## config.mk

```make
export PLATFORM = sky130hd
export DESIGN_NAME = multicycle_controller_flat
export DESIGN_NICKNAME = d
export VERILOG_FILES = /design/src/rtl/multicycle_controller_if.sv /design/src/rtl/multicycle_controller.sv /design/src/flat_wrapper.sv
export SDC_FILE = /design/constraint.sdc
export NUM_CORES = 1
export LEC_CHECK = 0
export BUFFER_PORTS_ARGS = -buffer_cell sky130_fd_sc_hd__buf_2
export CORE_ASPECT_RATIO = 1.4
export CORE_MARGIN = 5
export CORE_UTILIZATION = 48
export CTS_CLUSTER_DIAMETER = 100
export CTS_CLUSTER_SIZE = 14
export DETAILED_ROUTE_END_ITERATION = 8
export HOLD_SLACK_MARGIN = 0.1
export PLACE_DENSITY_LB_ADDON = 0.1
export SLEW_MARGIN = 25
export SYNTH_ARGS = -nofsm -noshare
export SYNTH_HDL_FRONTEND = slang
export SYNTH_SLANG_ARGS = --single-unit
```

## constraint.sdc

```tcl
create_clock -name CLK -period 2.7 [get_ports CLK]
set_clock_uncertainty 0.15 [all_clocks]
set_input_delay 0.405 -clock CLK [delete_from_list [all_inputs] [get_ports CLK]]
set_output_delay 0.405 -clock CLK [all_outputs]
set_load 0.03 [all_outputs]
```

## src/rtl/multicycle_controller_if.sv

```systemverilog
// Control/status bundle between the multicycle controller (master) and its datapath (slave).
interface multicycle_controller_if;
    logic [5:0] OP;
    logic [5:0] Funct;
    logic       Zero;
    logic       MemReady;
    logic       MemRead;
    logic       MemWrite;
    logic       IorD;
    logic       IRWrite;
    logic       PCEn;
    logic       RegDst;
    logic       Mem2Reg;
    logic       RegWrite;
    logic       ALUSrcA;
    logic [1:0] ALUSrcB;
    logic [1:0] PCSrc;
    logic [2:0] ALUControl;
    logic       Illegal;
    logic [3:0] State;

    modport master (
        input  OP, Funct, Zero, MemReady,
        output MemRead, MemWrite, IorD, IRWrite, PCEn, RegDst, Mem2Reg, RegWrite,
               ALUSrcA, ALUSrcB, PCSrc, ALUControl, Illegal, State
    );

    modport slave (
        output OP, Funct, Zero, MemReady,
        input  MemRead, MemWrite, IorD, IRWrite, PCEn, RegDst, Mem2Reg, RegWrite,
               ALUSrcA, ALUSrcB, PCSrc, ALUControl, Illegal, State
    );
endinterface

```

## src/rtl/multicycle_controller.sv

```systemverilog
// Multicycle MIPS-style control FSM with MemReady-qualified strobes.
// Optional jump support is enabled by defining MCC_JUMP_EN.
module multicycle_controller (
    input  logic                    CLK,
    input  logic                    RST,
    multicycle_controller_if.master bus
);

    typedef enum logic [3:0] {
        FETCH  = 4'd0,
        DECODE = 4'd1,
        MEMADR = 4'd2,
        MEMRD  = 4'd3,
        MEMWB  = 4'd4,
        MEMWR  = 4'd5,
        EXEC   = 4'd6,
        ALUWB  = 4'd7,
        BRANCH = 4'd8,
        ADDIEX = 4'd9,
        ADDIWB = 4'd10,
        JUMP   = 4'd11
    } state_t;

    // State-only part of the output decode; the *_on_* flags mark strobes that
    // must still be qualified by a same-cycle input.
    typedef struct packed {
        logic       mem_read;
        logic       mem_write;
        logic       iord;
        logic       reg_dst;
        logic       mem2reg;
        logic       reg_write;
        logic       alu_src_a;
        logic [1:0] alu_src_b;
        logic [1:0] pc_src;
        logic [2:0] alu_control;
        logic       pc_ir_on_ready;
        logic       pc_on_zero;
        logic       pc_always;
    } ctrl_t;

    localparam logic [5:0] OP_RTYPE = 6'b000000;
    localparam logic [5:0] OP_LW    = 6'b100011;
    localparam logic [5:0] OP_SW    = 6'b101011;
    localparam logic [5:0] OP_BEQ   = 6'b000100;
    localparam logic [5:0] OP_ADDI  = 6'b001000;
`ifdef MCC_JUMP_EN
    localparam logic [5:0] OP_J     = 6'b000010;
`endif

    function automatic logic funct_legal(input logic [5:0] f);
        case (f)
            6'b100000, 6'b100010, 6'b100100, 6'b100101, 6'b101010: return 1'b1;
            default:                                               return 1'b0;
        endcase
    endfunction

    function automatic logic [2:0] funct_alu(input logic [5:0] f);
        case (f)
            6'b100010: return 3'b110;
            6'b100100: return 3'b000;
            6'b100101: return 3'b001;
            6'b101010: return 3'b111;
            default:   return 3'b010;
        endcase
    endfunction

    function automatic ctrl_t state_ctrl(input state_t s, input logic [5:0] f);
        ctrl_t c;
        c = '0;
        case (s)
            FETCH: begin
                c.mem_read       = 1'b1;
                c.alu_src_b      = 2'b01;
                c.alu_control    = 3'b010;
                c.pc_ir_on_ready = 1'b1;
            end
            DECODE: begin
                c.alu_src_b   = 2'b11;
                c.alu_control = 3'b010;
            end
            MEMADR, ADDIEX: begin
                c.alu_src_a   = 1'b1;
                c.alu_src_b   = 2'b10;
                c.alu_control = 3'b010;
            end
            MEMRD: begin
                c.mem_read = 1'b1;
                c.iord     = 1'b1;
            end
            MEMWB: begin
                c.reg_write = 1'b1;
                c.mem2reg   = 1'b1;
            end
            MEMWR: begin
                c.mem_write = 1'b1;
                c.iord      = 1'b1;
            end
            EXEC: begin
                c.alu_src_a   = 1'b1;
                c.alu_control = funct_alu(f);
            end
            ALUWB: begin
                c.reg_write = 1'b1;
                c.reg_dst   = 1'b1;
            end
            BRANCH: begin
                c.alu_src_a   = 1'b1;
                c.alu_control = 3'b110;
                c.pc_src      = 2'b01;
                c.pc_on_zero  = 1'b1;
            end
            ADDIWB: c.reg_write = 1'b1;
`ifdef MCC_JUMP_EN
            JUMP: begin
                c.pc_src    = 2'b10;
                c.pc_always = 1'b1;
            end
`endif
            default: ;
        endcase
        return c;
    endfunction

    state_t state;
    state_t state_next;
    ctrl_t  ctrl_q;
    logic   op_legal;

    // NOTE: every always_comb output gets a default first so no latch is inferred.
    always_comb begin
        state_next = FETCH;
        op_legal   = 1'b1;
        case (state)
            FETCH:  state_next = bus.MemReady ? DECODE : FETCH;
            DECODE: begin
                case (bus.OP)
                    OP_LW, OP_SW: state_next = MEMADR;
                    OP_RTYPE: begin
                        if (funct_legal(bus.Funct)) state_next = EXEC;
                        else                        op_legal   = 1'b0;
                    end
                    OP_BEQ:  state_next = BRANCH;
                    OP_ADDI: state_next = ADDIEX;
`ifdef MCC_JUMP_EN
                    OP_J:    state_next = JUMP;
`endif
                    default: op_legal = 1'b0;
                endcase
            end
            MEMADR: state_next = (bus.OP == OP_SW) ? MEMWR : MEMRD;
            MEMRD:  state_next = bus.MemReady ? MEMWB : MEMRD;
            MEMWR:  state_next = bus.MemReady ? FETCH : MEMWR;
            EXEC:   state_next = ALUWB;
            ADDIEX: state_next = ADDIWB;
            default: state_next = FETCH;
        endcase
    end

    // NOTE: sequential state uses non-blocking assignments; the synchronous reset
    // loads the FETCH decode so the first cycle out of reset already drives FETCH.
    always_ff @(posedge CLK) begin
        if (RST) begin
            state  <= FETCH;
            ctrl_q <= state_ctrl(FETCH, 6'd0);
        end else begin
            state  <= state_next;
            ctrl_q <= state_ctrl(state_next, bus.Funct);
        end
    end

    assign bus.MemRead    = ctrl_q.mem_read;
    assign bus.MemWrite   = ctrl_q.mem_write & ~RST;
    assign bus.IorD       = ctrl_q.iord;
    assign bus.IRWrite    = ctrl_q.pc_ir_on_ready & bus.MemReady & ~RST;
    assign bus.PCEn       = ~RST & (ctrl_q.pc_always
                                    | (ctrl_q.pc_ir_on_ready & bus.MemReady)
                                    | (ctrl_q.pc_on_zero & bus.Zero));
    assign bus.RegDst     = ctrl_q.reg_dst;
    assign bus.Mem2Reg    = ctrl_q.mem2reg;
    assign bus.RegWrite   = ctrl_q.reg_write & ~RST;
    assign bus.ALUSrcA    = ctrl_q.alu_src_a;
    assign bus.ALUSrcB    = ctrl_q.alu_src_b;
    assign bus.PCSrc      = ctrl_q.pc_src;
    assign bus.ALUControl = ctrl_q.alu_control;
    // Decode fault is a one-cycle pulse raised while the faulty opcode sits in DECODE.
    assign bus.Illegal    = ~RST & (state == DECODE) & ~op_legal;
    assign bus.State      = state;

endmodule
```

## src/flat_wrapper.sv

```systemverilog
// flat-port wrapper written by rule: the top's interface ports become plain ports
module multicycle_controller_flat 
  (CLK, RST, bus_OP, bus_Funct, bus_Zero, bus_MemReady, bus_MemRead, bus_MemWrite, bus_IorD, bus_IRWrite, bus_PCEn, bus_RegDst, bus_Mem2Reg, bus_RegWrite, bus_ALUSrcA, bus_ALUSrcB, bus_PCSrc, bus_ALUControl, bus_Illegal, bus_State);
  multicycle_controller_if bus_i ();
  input  logic CLK;
  input  logic RST;
  input wire logic [$bits(bus_i.OP)-1:0] bus_OP;
  input wire logic [$bits(bus_i.Funct)-1:0] bus_Funct;
  input wire logic [$bits(bus_i.Zero)-1:0] bus_Zero;
  input wire logic [$bits(bus_i.MemReady)-1:0] bus_MemReady;
  output wire logic [$bits(bus_i.MemRead)-1:0] bus_MemRead;
  output wire logic [$bits(bus_i.MemWrite)-1:0] bus_MemWrite;
  output wire logic [$bits(bus_i.IorD)-1:0] bus_IorD;
  output wire logic [$bits(bus_i.IRWrite)-1:0] bus_IRWrite;
  output wire logic [$bits(bus_i.PCEn)-1:0] bus_PCEn;
  output wire logic [$bits(bus_i.RegDst)-1:0] bus_RegDst;
  output wire logic [$bits(bus_i.Mem2Reg)-1:0] bus_Mem2Reg;
  output wire logic [$bits(bus_i.RegWrite)-1:0] bus_RegWrite;
  output wire logic [$bits(bus_i.ALUSrcA)-1:0] bus_ALUSrcA;
  output wire logic [$bits(bus_i.ALUSrcB)-1:0] bus_ALUSrcB;
  output wire logic [$bits(bus_i.PCSrc)-1:0] bus_PCSrc;
  output wire logic [$bits(bus_i.ALUControl)-1:0] bus_ALUControl;
  output wire logic [$bits(bus_i.Illegal)-1:0] bus_Illegal;
  output wire logic [$bits(bus_i.State)-1:0] bus_State;
  assign bus_i.OP = bus_OP;
  assign bus_i.Funct = bus_Funct;
  assign bus_i.Zero = bus_Zero;
  assign bus_i.MemReady = bus_MemReady;
  assign bus_MemRead = bus_i.MemRead;
  assign bus_MemWrite = bus_i.MemWrite;
  assign bus_IorD = bus_i.IorD;
  assign bus_IRWrite = bus_i.IRWrite;
  assign bus_PCEn = bus_i.PCEn;
  assign bus_RegDst = bus_i.RegDst;
  assign bus_Mem2Reg = bus_i.Mem2Reg;
  assign bus_RegWrite = bus_i.RegWrite;
  assign bus_ALUSrcA = bus_i.ALUSrcA;
  assign bus_ALUSrcB = bus_i.ALUSrcB;
  assign bus_PCSrc = bus_i.PCSrc;
  assign bus_ALUControl = bus_i.ALUControl;
  assign bus_Illegal = bus_i.Illegal;
  assign bus_State = bus_i.State;
  multicycle_controller u_core (.CLK(CLK), .RST(RST), .bus(bus_i));
endmodule
```

==> flow_metrics.env, run 1 <==
export IMPL_outcome="completed"
export IMPL_fillers=206
export IMPL_grt_overflow_total=0
export IMPL_first_iter_violations=18
export IMPL_layout_commonest_cell="buf_2"
export IMPL_crit_chain="buf_2 -> or3_1 -> a211oi_1 -> a21oi_1 -> nor3_1 -> nor4_1 -> buf_2"
export IMPL_tightestPinTransition_ps=535.7
export IMPL_tns_ps=0
export IMPL_via_per_inst=5.794
export IMPL_period_needed_ps=2427
export IMPL_final_cell_mix="35 x buf_2, 18 x dfxtp_1, 10 x a21oi_1"
export IMPL_drv_slew=0
export IMPL_cts_tree="yes"
export IMPL_ys_warn_count=0
export IMPL_hold_end="u_core.bus.ALUControl[0]$_SDFF_PP0_"
export IMPL_routed_wl_um=2431
export IMPL_synth_area_sq_um=1028
export IMPL_synth_edf_count=0
export IMPL_place_inst=166
export IMPL_cts_sinks=18
export IMPL_grt_max_degree=17
export IMPL_worstHoldStart="bus_Funct[4]"
export IMPL_dr_pass1_iters=4
export IMPL_p_leak_uw=0.0005455
export IMPL_r2r_worst_path_cells=6
export IMPL_crit_top_cell="buf_2"
export IMPL_synth_fp_nets=133
export IMPL_path_depth=7
export IMPL_core_sq_um=1997
export IMPL_cts_hold_buffers=0
export IMPL_cts_made_buffers=3
export IMPL_drcViolationCount=0
export IMPL_vias=985
export IMPL_rr_endpoint="u_core.bus.ALUControl[1]$_SDFF_PP1_"
export IMPL_htree_levels=1
export IMPL_drive_gt1_share_pct=37.58
export IMPL_rows=19
export IMPL_hold_violations=0
export IMPL_holdPathStages=3
export IMPL_instances_no_fill=170
export IMPL_ys_flop_type="dfxtp_1"
export IMPL_grt_pass1_vias=937
export IMPL_max_freq_ghz=0.4121
export IMPL_hold_path_class="in -> reg"
export IMPL_n_antenna_cell=0
export IMPL_worst_ir_drop_vdd_mv=0.2406
export IMPL_grt_usage_pct=15.95
export IMPL_cts_setup_buffers=0
export IMPL_start_util_pct=51.50
export IMPL_setup_viol=0
export IMPL_cp_arrival_ps=1870
export IMPL_fin_crit_sh_pct=89.88
export IMPL_worst_setup_path_end_kind="output pin"
export IMPL_antenna_left=0
export IMPL_synth_distinct_cells=45
export IMPL_clk_latency_ps=290
export IMPL_async_flop_share_pct=0
export IMPL_ys_ff_latch=18
export IMPL_slew_headroom_pct=63.96
export IMPL_syn2layout_area_growth_pct=17.52
export IMPL_stdcell_area_sq_um=1209
export IMPL_die_x_um=49.12
export IMPL_crit_fanout=4
export IMPL_io_buffers=35
export IMPL_post_cts_resized=0
export IMPL_clock_path_buffers=2
export IMPL_fp_dieH_um=64.77
export IMPL_clkSlewWorstSetupHoldPaths_ps=100
export IMPL_avgSynthCellArea_sq_um=8.790
export IMPL_grt_pass1_wl_um=4057
export IMPL_path_buf_inv=2
export IMPL_max_stage_delay_ps=420
export IMPL_syn_instance_count=117
export IMPL_cap_violations=0
export IMPL_criticalPathCategory="in -> out"
export IMPL_slowest_stage="a211oi_1"
export IMPL_ios=37
export IMPL_dp_hpwl_um=1868
export IMPL_cp_required_ps=2140
export IMPL_place_congestion=0.9182
export IMPL_rsz0062_at_grt="no"
export IMPL_clockRootBuffer="clkbuf_4"
export IMPL_r2r_slack_ps=290
export IMPL_post_drt_wl_per_cell_um=14.30
export IMPL_antenna_found_initial=0
export IMPL_p_per_area_nw_per_um2=437.4
export IMPL_cp_start_kind="input pin"
export IMPL_critPathTopFamily="simple AND/OR/NAND/NOR gates"
export IMPL_reg2reg_from="u_core.bus.State[1]$_SDFF_PP0_"
export IMPL_crit_start="bus_OP[1]"
export IMPL_die_area_sq_um=3182
export IMPL_num_nets_final=166
export IMPL_place_area_sq_um=1172
export IMPL_synth_seq_area_share_pct=35.04
==> synthesized netlist by cell type (4+ instances only) <==
cell      instances  area, sq um
inv_1             5        18.77
nand2_1           6        22.52
dfxtp_1          18        360.4
or2b_2            4        35.03
o21bai_1          4        30.03
a21oi_1          10        50.05
nor2_1            6        22.52
buf_4             7        52.55
nor4_1            5        31.28
==> worst reg2reg max path, cell delays in order (launching register included) <==
cell and delay [ps]:
dfxtp_1 400, or4b_4 600, nor3_2 190, a31oi_1 130
and3_1 260, o21bai_1 180, a2111o_1 400
==> area by class of cell <==
| type | instances | area [sq um] | share of cell area (%) |
|---|---|---|---|
| clock buffer | 4 | 36.28 | 3.002 |
| timing repair buffer | 40 | 212.7 | 17.60 |
| inverter | 5 | 18.77 | 1.553 |
| multi-input combinational | 82 | 554.3 | 45.86 |
| tap | 21 | 26.28 | 2.174 |
| sequential | 18 | 360.3 | 29.81 |
==> per-stage QoR <==
stage          setup WS (ps)  util [%]  hold slack [ps]  power (uW)
2_1_floorplan          91.82         -            335.9       339.3
3_3_place_gp           154.0     58.71            551.9       366.9
3_5_place_dp           98.91     58.71            553.9       368.6
4_1_cts                273.5     60.53            237.6       528.0
5_1_grt                79.27     60.53            262.6       549.1
6_report               273.2     60.53            236.8       528.7
==> how the worst max path moves through the flow <==
stage	slack (ps)	endpoint
3_3_place_gp	150	u_core.bus.ALUControl[1]$_SDFF_PP1_
5_1_grt	80	u_core.bus.ALUControl[0]$_SDFF_PP0_
3_5_place_dp	100	u_core.bus.ALUControl[1]$_SDFF_PP1_
6_report	270	bus_Illegal
2_1_floorplan	90	bus_Illegal
4_1_cts	270	bus_Illegal
==> power by group <==
group | switching [uW] | total [uW] | internal [uW] | leakage, uW
Clock | 82.9 | 165 | 82.2 | 0.0000210
Sequential | 1.68 | 273 | 271 | 0.000146
Combinational | 55.7 | 90.7 | 35.0 | 0.000378
==> routing by layer <==
metal | share of wire, % | GRT usage [%] | wire [um]
met1 | 40 | 19.41 | 982
met2 | 48 | 26.29 | 1176
met3 | 8.2 | 1.835 | 200
met4 | 3.0 | 10.10 | 72
met5 | 0 | 0 | 0
==> sequential cells by signal (all words and copies together), names as in the netlist <==
name / cells
u_core.bus.State: 4
u_core.bus.ALUControl: 3
u_core.ctrl_q: 3
u_core.bus.ALUSrcB: 2
u_core.bus.ALUSrcA: 1
u_core.bus.IorD: 1
u_core.bus.Mem2Reg: 1
u_core.bus.MemRead: 1
u_core.bus.PCSrc: 1
u_core.bus.RegDst: 1
==> logic make-up (layout without fill, tap and decap cells) <==
kind of cell              Yosys count  after routing  share of synthesized area [%]
DFF                                18             18                          35.04
muxes                               1              1                         0.9733
xor gates and xnor gates            2              2                          1.703
AOI/OAI and AO/OA                  30             30                          20.68
other                               1              1                         0.3646
buffers and inverters              17             49                          11.07
and+or+nand+nor                    48             48                          30.17
Power figures use the tool's default switching activity.
==> run 2, diff against run 1 <==
- CORE_MARGIN: 5 -> not set
- PLACE_DENSITY: not set -> 0.78
- PLACE_DENSITY_LB_ADDON: 0.1 -> not set
==> run 2 against run 1 <==
  * Sequential power about the same
  * Cell count up 1.2%
  * Via count down 1.2%
  * Utilization up 0.75 points
==> flow_metrics.env, run 2 (synthesis results as in run 1) <==
export IMPL_grt_max_degree=17
export IMPL_tns_ps=0
export IMPL_reg2reg_from="u_core.bus.State[2]$_SDFF_PP0_"
export IMPL_stdcell_area_sq_um=1224
export IMPL_seq_power_share_pct=52.2
export IMPL_cp_required_ps=2140
export IMPL_cts_setup_buffers=0
export IMPL_grt_pass1_vias=867
export IMPL_worst_ir_drop_vdd_mv=0.3692
export IMPL_antenna_left=0
export IMPL_slew_headroom_pct=57.19
export IMPL_clkSlewWorstSetupHoldPaths_ps=90
export IMPL_largest_reg_flops=4
export IMPL_dr_pass1_iters=4
export IMPL_syn2layout_area_growth_pct=18.98
export IMPL_first_iter_violations=24
export IMPL_layout_commonest_cell="buf_2"
export IMPL_clockRootBuffer="clkbuf_4"
export IMPL_r2r_worst_path_cells=7
export IMPL_holdPathStages=3
export IMPL_rsz0062_at_grt="no"
export IMPL_hold_path_class="in -> reg"
export IMPL_p_per_area_nw_per_um2=426.8
export IMPL_worst_setup_path_end_kind="output pin"
export IMPL_cts_made_buffers=3
export IMPL_combPwrFrac_pct=17.2
export IMPL_clock_path_buffers=2
export IMPL_fin_crit_sh_pct=91.63
export IMPL_p_clk_share_pct=30.6
export IMPL_post_drt_wl_per_cell_um=12.89
export IMPL_post_cts_resized=0
export IMPL_n_antenna_cell=0
export IMPL_routed_wl_um=2217
export IMPL_ios=37
export IMPL_htree_levels=1
export IMPL_max_freq_ghz=0.4042
export IMPL_cts_tree="yes"
export IMPL_p_total_uw=522.2
export IMPL_clk_latency_ps=280
export IMPL_rows=19
export IMPL_fp_dieH_um=56.77
export IMPL_io_buffers=35
export IMPL_cts_sinks=18
export IMPL_drcViolationCount=0
export IMPL_cp_start_kind="input pin"
export IMPL_die_x_um=41.12
export IMPL_cp_arrival_ps=1920
export IMPL_core_sq_um=1997
export IMPL_p_leak_uw=0.0005551
export IMPL_hold_slack_ps=245.9
export IMPL_place_congestion=0.8827
export IMPL_switching_share_pct=25.63
export IMPL_num_nets_final=168
export IMPL_outcome="completed"
export IMPL_die_area_sq_um=2334
export IMPL_via_per_inst=5.657
export IMPL_antenna_found_initial=0
export IMPL_final_cell_mix="35 x buf_2, 18 x dfxtp_1, 10 x a21oi_1"
export IMPL_place_area_sq_um=1187
export IMPL_crit_fanout=4
export IMPL_setup_viol=0
export IMPL_p_sw_uw=133.8
export IMPL_criticalPathCategory="in -> out"
export IMPL_start_util_pct=51.50
export IMPL_hold_violations=0
export IMPL_r2r_slack_ps=230
export IMPL_drive_gt1_share_pct=38.41
export IMPL_tightestPinTransition_ps=636.2
export IMPL_grt_overflow_total=0
export IMPL_hold_end="u_core.bus.ALUControl[0]$_SDFF_PP0_"
export IMPL_drv_slew=0
export IMPL_dp_hpwl_um=1709
export IMPL_cap_violations=0
export IMPL_fin_util_pct=61.28
export IMPL_cts_hold_buffers=0
export IMPL_grt_pass1_wl_um=3525
export IMPL_worstHoldStart="bus_Funct[4]"
export IMPL_p_int_uw=388.4
export IMPL_vias=973
export IMPL_grt_usage_pct=21.32
export IMPL_period_needed_ps=2474
export IMPL_rr_endpoint="u_core.bus.MemRead$_SDFF_PP1_"
-- run 2: power groups by stage --
| stage | Sequential [uW] | Combinational, uW | Clock, uW |
|---|---|---|---|
| after floorplan | 284 | 55.7 | 0 |
| after global placement | 279 | 86.4 | 0 |
| after detailed placement | 279 | 89.0 | 0 |
| after CTS | 273 | 89.4 | 161 |
| after global routing | 273 | 98.0 | 170 |
| final | 273 | 89.6 | 160 |
-- run 2: cell type report --
type | count | area, sq um
clock buffers | 4 | 36.28
fillers | 186 | 773.2
inverters | 5 | 18.77
multi-input cells | 82 | 554.3
flip-flops and latches | 18 | 360.3
well taps | 21 | 26.28
repair buffers | 42 | 227.7
-- run 2: metrics by stage --
| step | instances | setup WS, ps |
|---|---|---|
| 6_report | 172 | 226.0 |
| 3_3_place_gp | 168 | 177.3 |
| 2_1_floorplan | 117 | 91.82 |
| 5_1_grt | 172 | 95.82 |
| 3_5_place_dp | 168 | 49.13 |
| 4_1_cts | 172 | 217.0 |
-- run 2: worst max path at each step --
| stage | from | endpoint | cells past startpoint |
|---|---|---|---|
| floorplan | u_core.bus.State[0]$_SDFF_PP0_ | bus_Illegal | 3 |
| CTS | bus_OP[1] | bus_Illegal | 7 |
| global route | bus_OP[1] | bus_Illegal | 7 |
| finish | bus_OP[1] | bus_Illegal | 7 |
| global placement | bus_OP[1] | u_core.bus.ALUControl[1]$_SDFF_PP1_ | 7 |
| detailed placement | bus_OP[1] | u_core.bus.ALUControl[1]$_SDFF_PP1_ | 7 |
-- run 2: per-layer routing --
layer | track usage (%) | routed length [um]
met1 | 24.44 | 917
met2 | 35.04 | 1158
met3 | 4.348 | 106
met4 | 10.14 | 35
met5 | 0 | 0
-- run 2: critical path, stage by stage --
cell and delay (ps):
buf_2 100, or3_1 400, a211oi_1 460, a21oi_1 130
nor3_1 150, nor4_1 80, buf_2 190
==> run 3, diff against run 2 <==
- SETUP_SLACK_MARGIN: not set -> 0.3
==> run 3 against run 2 <==
  * Die area is the same
  * Routed wire length up 2.8%
  * Utilization rose by 2.9 points
  * Via count up 0.92%
  * Critical path type is now reg -> reg
  * Largest cell class unchanged
  * Largest power group unchanged
==> flow_metrics.env, run 3 (synthesis results as in run 1) <==
export IMPL_htree_levels=1
export IMPL_grt_max_degree=17
export IMPL_cp_start_kind="flop"
export IMPL_final_cell_mix="35 x buf_2, 14 x dfxtp_1, 9 x a21oi_1"
export IMPL_tightestPinTransition_ps=567.8
export IMPL_worst_ir_drop_vdd_mv=0.3745
export IMPL_stdcell_area_sq_um=1281
export IMPL_crit_chain="or4b_4 -> nor3_4 -> a31oi_1 -> and3_4 -> o21bai_1 -> a2111o_1"
export IMPL_rows=19
export IMPL_n_antenna_cell=0
export IMPL_antenna_left=0
export IMPL_period_needed_ps=2347
export IMPL_ios=37
export IMPL_largest_reg_flops=4
export IMPL_num_nets_final=167
export IMPL_criticalPathCategory="reg -> reg"
export IMPL_p_leak_uw=0.0005636
export IMPL_setup_viol=0
export IMPL_outcome="completed"
export IMPL_tns_ps=0
export IMPL_path_buf_inv=0
export IMPL_max_stage_delay_ps=590
export IMPL_drive_gt1_share_pct=44.67
export IMPL_rsz0062_at_grt="yes"
export IMPL_slew_headroom_pct=61.79
export IMPL_fin_crit_sh_pct=86.93
export IMPL_cts_tree="yes"
export IMPL_via_per_inst=5.743
export IMPL_die_x_um=41.12
export IMPL_dr_pass1_iters=4
export IMPL_worst_setup_path_end_kind="flop"
export IMPL_place_inst=164
export IMPL_cts_sinks=18
export IMPL_cts_made_buffers=3
export IMPL_clockRootBuffer="clkbuf_4"
export IMPL_fp_dieH_um=56.77
export IMPL_clock_path_buffers=2
export IMPL_core_sq_um=1997
export IMPL_clkSlewWorstSetupHoldPaths_ps=100
export IMPL_dp_hpwl_um=1647
export IMPL_grt_overflow_total=0
export IMPL_fin_ws_ps=352.8
export IMPL_start_util_pct=51.50
export IMPL_grt_usage_pct=21.94
export IMPL_cp_required_ps=2740
export IMPL_dp_slack_ps=138.7
export IMPL_clk_latency_ps=280
export IMPL_fillers=185
export IMPL_post_drt_wl_per_cell_um=13.33
export IMPL_first_iter_violations=44
export IMPL_drv_slew=0
export IMPL_layout_commonest_cell="buf_2"
export IMPL_io_buffers=35
export IMPL_drcViolationCount=0
export IMPL_cts_hold_buffers=0
export IMPL_place_congestion=0.9103
export IMPL_grt_pass1_vias=878
export IMPL_instances_no_fill=171
export IMPL_slowest_stage="or4b_4"
export IMPL_critPathTopFamily="simple AND/OR/NAND/NOR gates"
export IMPL_crit_fanout=11
export IMPL_syn2layout_area_growth_pct=24.57
export IMPL_routed_wl_um=2279
export IMPL_hold_violations=0
export IMPL_cp_arrival_ps=2380
export IMPL_max_freq_ghz=0.4260
export IMPL_grt_pass1_wl_um=3629
export IMPL_antenna_found_initial=0
export IMPL_die_area_sq_um=2334
export IMPL_vias=982
export IMPL_hold_path_class="in -> reg"
export IMPL_cap_violations=0
export IMPL_p_per_area_nw_per_um2=413.3
export IMPL_place_area_sq_um=1180
## run 3: cell count changes in the layout (fill, tap and decap cells not counted), sizes merged
cell  before  now
buf       42   41
## run 3: layer usage
metal  global-route usage, %  vias to the layer above  share of wire, %
li1                        -                      480                 -
met3                   5.929                        8               5.7
met4                   9.677                        0               2.5
met5                       0                        -                 0
met2                   34.38                       43                50
met1                   26.49                      451                41
## run 3: worst min-delay path, stage by stage
cell and delay, ps:
buf_2 70, or2b_2 140, nor4_1 60
## run 3: final timing paths
path / startpoint / to / slack, ps / cells past startpoint
max: u_core.bus.State[1]$_SDFF_PP0_ / u_core.bus.ALUControl[1]$_SDFF_PP1_ / 350 / 6
min: bus_Funct[4] / u_core.bus.ALUControl[0]$_SDFF_PP0_ / 270 / 3
max reg2reg: u_core.bus.State[1]$_SDFF_PP0_ / u_core.bus.ALUControl[1]$_SDFF_PP1_ / 350 / 6
min reg2reg: u_core.bus.State[1]$_SDFF_PP0_ / u_core.bus.ALUSrcB[1]$_SDFF_PP0_ / 620 / 3
## run 3: stage by stage
stage | power, uW | util, % | hold slack (ps)
after global placement | 365.2 | 59.09 | 559.0
after global routing | 556.0 | 64.16 | 266.3
after floorplan | 340.0 | - | 328.4
after detailed placement | 367.6 | 59.09 | 563.1
after CTS | 522.2 | 60.90 | 253.6
final | 529.5 | 64.16 | 267.1
## run 3: where the power goes
group / internal, uW / total [uW] / switching (uW)
Clock: 82.1 / 163 / 81.3
Sequential: 270 / 274 / 3.19
Combinational: 35.4 / 92.6 / 57.1
Total: 388 / 530 / 142
## run 3: cell type report
class | instances | area (sq um) | area share [%]
repair buffers | 41 | 220.2 | 17.19
well taps | 21 | 26.28 | 2.051
multi-input cells | 82 | 611.8 | 47.75
clock buffers | 4 | 36.28 | 2.832
flip-flops and latches | 18 | 367.9 | 28.71
inverters | 5 | 18.77 | 1.465
## run 3: what timing repair did
action | CTS | global route
setup buffers | 0 | 3
pin swaps | 0 | 2
setup endpoints to repair | 2 | 12
cloned | 0 | 0
resized for setup | 0 | 9
